## config.mk

```make
export PLATFORM = sky130hd
export DESIGN_NAME = full_adder_flat
export DESIGN_NICKNAME = d
export VERILOG_FILES = /design/src/rtl/full_adder_if.sv /design/src/rtl/full_adder.sv /design/src/flat_wrapper.sv
export SDC_FILE = /design/constraint.sdc
export NUM_CORES = 1
export LEC_CHECK = 0
export CAP_MARGIN = 25
export CORE_AREA = 10 10 47 49
export CTS_CLUSTER_SIZE = 14
export DETAILED_ROUTE_END_ITERATION = 10
export DIE_AREA = 0 0 57 59
export HOLD_SLACK_MARGIN = 0.12
export PLACE_DENSITY = 0.35
export SYNTH_ARGS = -nofsm -noshare
export SYNTH_HDL_FRONTEND = slang
export SYNTH_SLANG_ARGS = --single-unit
```

## constraint.sdc

```tcl
create_clock -name clk -period 3.5 [get_ports clk]
set_input_delay 0.7 -clock clk [delete_from_list [all_inputs] [get_ports clk]]
set_output_delay 0.7 -clock clk [all_outputs]
set_load 0.02 [all_outputs]
```

## src/rtl/full_adder_if.sv

```systemverilog
// Bit-level adder bundle: operand/control inputs plus combinational and registered results.
// The slave modport is the adder itself; the master modport is whoever drives the operands.
interface full_adder_if;
    logic A;
    logic B;
    logic C;
    logic en;
    logic serial;
    logic clr;
    logic Sum;
    logic Carry;
    logic sum_q;
    logic carry_q;
    logic valid_q;

    modport master (
        output A, B, C, en, serial, clr,
        input  Sum, Carry, sum_q, carry_q, valid_q
    );

    modport slave (
        input  A, B, C, en, serial, clr,
        output Sum, Carry, sum_q, carry_q, valid_q
    );
endinterface

```

## src/rtl/full_adder.sv

```systemverilog
// Full adder with a zero-latency combinational path and a one-cycle registered path that can chain its carry for bit-serial addition.
// Latency: Sum/Carry 0 cycles, sum_q/carry_q/valid_q 1 cycle; no backpressure, en simply gates capture.
module full_adder #(
    parameter logic CARRY_INIT = 1'b0
) (
    input logic        clk,
    input logic        rst_n,
    full_adder_if.slave bus
);
    logic cin_sel;
    logic sum_d;
    logic carry_d;
    logic sum_r;
    logic carry_r;
    logic valid_r;

    // Combinational path deliberately touches nothing clocked or reset-related.
    assign bus.Sum   = bus.A ^ bus.B ^ bus.C;
    assign bus.Carry = (bus.A & bus.B) | (bus.A & bus.C) | (bus.B & bus.C);

    always_comb begin
        cin_sel = bus.serial ? carry_r : bus.C;
        sum_d   = bus.A ^ bus.B ^ cin_sel;
        carry_d = (bus.A & bus.B) | (bus.A & cin_sel) | (bus.B & cin_sel);
    end

    always_ff @(posedge clk or negedge rst_n) begin
        if (!rst_n) begin
            sum_r   <= 1'b0;
            carry_r <= CARRY_INIT;
            valid_r <= 1'b0;
        end else if (bus.clr) begin
            sum_r   <= 1'b0;
            carry_r <= CARRY_INIT;
            valid_r <= 1'b0;
        end else if (bus.en) begin
            sum_r   <= sum_d;
            carry_r <= carry_d;
            valid_r <= 1'b1;
        end else begin
            valid_r <= 1'b0;
        end
    end

    assign bus.sum_q   = sum_r;
    assign bus.carry_q = carry_r;
    assign bus.valid_q = valid_r;
endmodule

```

## src/flat_wrapper.sv

```systemverilog
// flat-port wrapper written by rule: the top's interface ports become plain ports
module full_adder_flat 
#(
    parameter logic CARRY_INIT = 1'b0
)
  (clk, rst_n, bus_A, bus_B, bus_C, bus_en, bus_serial, bus_clr, bus_Sum, bus_Carry, bus_sum_q, bus_carry_q, bus_valid_q);
  full_adder_if bus_i ();
  input logic clk;
  input logic rst_n;
  input wire logic [$bits(bus_i.A)-1:0] bus_A;
  input wire logic [$bits(bus_i.B)-1:0] bus_B;
  input wire logic [$bits(bus_i.C)-1:0] bus_C;
  input wire logic [$bits(bus_i.en)-1:0] bus_en;
  input wire logic [$bits(bus_i.serial)-1:0] bus_serial;
  input wire logic [$bits(bus_i.clr)-1:0] bus_clr;
  output wire logic [$bits(bus_i.Sum)-1:0] bus_Sum;
  output wire logic [$bits(bus_i.Carry)-1:0] bus_Carry;
  output wire logic [$bits(bus_i.sum_q)-1:0] bus_sum_q;
  output wire logic [$bits(bus_i.carry_q)-1:0] bus_carry_q;
  output wire logic [$bits(bus_i.valid_q)-1:0] bus_valid_q;
  assign bus_i.A = bus_A;
  assign bus_i.B = bus_B;
  assign bus_i.C = bus_C;
  assign bus_i.en = bus_en;
  assign bus_i.serial = bus_serial;
  assign bus_i.clr = bus_clr;
  assign bus_Sum = bus_i.Sum;
  assign bus_Carry = bus_i.Carry;
  assign bus_sum_q = bus_i.sum_q;
  assign bus_carry_q = bus_i.carry_q;
  assign bus_valid_q = bus_i.valid_q;
  full_adder #(.CARRY_INIT(CARRY_INIT)) u_core (.clk(clk), .rst_n(rst_n), .bus(bus_i));
endmodule
```

==> flow_metrics.py, run 1 <==
metrics = {
    "sta": {
        "worst_slack_ns": 0.479,
        "finalCriticalPeriod_ns": 3.02,
        "holdWs_ns": 0.523,
        "min_period_over_period_pct": 86.3,
        "drv_slew": 0,
        "fin_setup_tns_ns": 0,
        "rsz0062_at_grt": "no",
        "timing.fmax_ghz": 0.331,
        "finClkSkew_ns": 0.000560,
        "worst_pin_slew_ns": 0.219,
        "slew_headroom_pct": 85.4,
        "setup_viol": 0,
        "hold_viol": 0,
    },
    "placed_design": {
        "portBuffers": 12,
        "dpl_cell_area_um2": 300,
        "gp_congestion": 0.716,
        "place_ws_ns": 0.454,
    },
    "synthesis": {
        "yosysWarnings": 0,
        "synth_seq_cells": 3,
        "yosysUniqueCellTypes": 6,
        "ys_seq_area_share_pct": 46.9,
        "yosys.area.top_type": "dfrtp_1",
        "synthArstFlopShare_pct": 100,
        "syn_area_um2": 160,
        "synth_top_area_share_pct": 46.9,
        "synth_edf_count": 0,
        "avgSynthCellArea_um2": 14.6,
        "synth_nets": 21,
        "synth_ff_type": "dfrtp_1",
        "synth_commonest_cells": "dfrtp_1 (3), fa_1 (2), mux2i_1 (2), nor2_1 (2)",
        "yosysMostFrequentCell": "dfrtp_1",
        "syn_inst": 11,
        "synth_area_leaders": "dfrtp_1 (47%), fa_1 (25%), mux2i_1 (13%)",
    },
    "global_routing": {
        "track_usage_pct": 3.89,
        "grt_start_max_net_pins": 4,
        "antenna_found_initial": 0,
        "grt_pass1_wl_um": 910,
        "grt-ovfl-total": 0,
        "grt_pass1_vias": 188,
    },
    "setup_path": {
        "worstSetupEndpointType": "output pin",
        "cp.depth": 3,
        "path_delay_family": "buffers and inverters",
        "endpoint": "bus_Sum",
        "crit_start": "bus_C",
        "worstRegToRegCells": 4,
        "reg2reg_from": "u_core.bus.carry_q",
        "crit_chain": "clkdlybuf4s50_1, fa_1, clkdlybuf4s50_1",
        "crit_path_top_delay_cell": "clkdlybuf4s50_1",
        "path_buf_inv": 2,
        "start_kind": "input pin",
        "slowest_delay_ns": 0.61,
        "critPathRequiredTime_ns": 2.80,
        "path_max_fanout": 2,
        "cpMostUsedCell": "clkdlybuf4s50_1",
        "rrSetupSlack_ns": 2.02,
        "rr_endpoint": "u_core.bus.sum_q",
        "worstPathArrival_ns": 2.32,
        "worstSetupPathType": "in2out",
    },
    "route": {
        "vias_per_cell": 3.35,
        "dr.pass1.iters": 1,
        "vias": 144,
        "drt-wirelength-per-cell_um": 12.7,
        "totalWireLength_um": 545,
        "drt_iter0_markers": 0,
        "ant_nets": 0,
        "drc": 0,
    },
    "floorplanning": {
        "die_y_um": 59,
        "rows": 14,
        "core_um2": 1400,
        "fp.dieW_um": 57,
        "die_area_um2": 3360,
        "initial_core_util_pct": 11.4,
        "ios": 13,
    },
    "cells_and_area": {
        "nFillCells": 160,
        "post-route-util_pct": 23.3,
        "antenna_cells": 0,
        "area_growth_pct": 104,
        "nets": 38,
        "drive_gt1_share_pct": 11.1,
        "design_area_um2": 327,
    },
    "run_status": {
        "status": "finished clean",
    },
    "clock_network": {
        "clk_latency_ns": 0.23,
        "clockRootBuffer": "clkbuf_4",
        "post_cts_buffers": 0,
        "numCtsBuffers": 3,
        "clock_sink_count": 3,
        "htree_levels": 1,
        "clk_path_buf_depth": 2,
        "ctsHoldBuffers": 0,
        "ctsResizeCount": 0,
        "cts_tree": "built",
        "clkTransAtPathRegs_ns": 0.03,
    },
    "power_and_ir_drop": {
        "p_sw_mw": 0.0347,
        "p_clk_share_pct": 43.9,
        "leakage_nw": 0.138,
        "power_frac_comb_pct": 27.6,
        "seqPwrFrac_pct": 28.5,
        "power.internal_mw": 0.101,
        "powerDensity_nw_per_um2": 415,
        "sw_frac_of_total_pct": 25.7,
        "peakVddDrop_mv": 0.146,
    },
    "job": {
        "maxCapViolations": 0,
    },
    "min_path": {
        "hp-class": "reg2reg",
    },
}
[worst min path at each step]
stage / start / end / slack, ns / cells after the start
2_1_floorplan: rst_n / u_core.bus.carry_q / 0.40 / 0
6_report: u_core.bus.sum_q / u_core.bus.sum_q / 0.52 / 2
3_3_place_gp: u_core.bus.sum_q / u_core.bus.sum_q / 0.52 / 2
5_1_grt: u_core.bus.sum_q / u_core.bus.sum_q / 0.57 / 2
3_5_place_dp: u_core.bus.sum_q / u_core.bus.sum_q / 0.53 / 2
4_1_cts: u_core.bus.sum_q / u_core.bus.sum_q / 0.53 / 2
[layout make-up]
cell class / instances / area, um^2 / area share [%]
repair buffers: 12 / 120 / 36.8
multi-input cells: 8 / 85.1 / 26.1
flip-flops and latches: 3 / 75.1 / 23.0
well taps: 16 / 20.0 / 6.13
clock buffers: 4 / 26.3 / 8.05
[cells in the final DEF (no fill, tap or decap)]
cell             netlist  final
mux2_1                 1      1
clkbuf_4               0      3
fa_1                   2      2
mux2i_1                2      2
clkbuf_1               0      1
clkdlybuf4s50_1        0     12
nor2b_1                1      1
nor2_1                 2      2
dfrtp_1                3      3
[flip-flops by register name (all words and copies together) (netlist names)]
name	cells
u_core.bus.sum_q	1
u_core.bus.valid_q	1
u_core.bus.carry_q	1
[per-layer routing]
metal  up-vias  share of wire (%)  GRT usage, %
met3         0                9.4          1.93
met1        66                 48          3.93
met4         0                  0          5.03
li1         67                  -             -
met5         -                  0             0
met2        11                 42          5.12
[stage by stage]
step | power [mW] | cells
after global placement | 0.0763 | 39
after CTS | 0.141 | 43
after global routing | 0.146 | 43
after detailed placement | 0.0775 | 39
final | 0.135 | 43
after floorplan | 0.0542 | 11
[tightest hold or removal path, cell delays in order (launching register included)]
cell,delay (ns)
dfrtp_1,0.33
mux2i_1,0.07
nor2_1,0.08
[cells by family (layout without fill, tap and decap cells)]
family                     after synthesis  count (layout)  synth area share (%)
and+or+nand+nor                          3               3                  8.60
adders and majority gates                2               2                  25.0
muxes                                    3               3                  19.5
buffers and inverters                    0              16                     0
DFF                                      3               3                  46.9
[power by group through the flow]
stage	clock network, mW	logic (mW)	registers [mW]
2_1_floorplan	0	0.0121	0.0422
3_3_place_gp	0	0.0372	0.0391
3_5_place_dp	0	0.0384	0.0391
4_1_cts	0.0635	0.0386	0.0387
5_1_grt	0.0659	0.0410	0.0389
6_report	0.0594	0.0374	0.0386
No activity file was read; power rests on OpenSTA's default activity.
==> run 2: changes to the inputs <==
--- a/config.mk
+++ b/config.mk
@@ -12,6 +12,7 @@
 export DIE_AREA = 0 0 57 59
 export HOLD_SLACK_MARGIN = 0.12
 export PLACE_DENSITY = 0.35
+export SKIP_CTS_REPAIR_TIMING = 1
 export SYNTH_ARGS = -nofsm -noshare
 export SYNTH_HDL_FRONTEND = slang
 export SYNTH_SLANG_ARGS = --single-unit
==> results of run 2 <==
No change in the layout: final DEF, timing and power equal those of run 1.
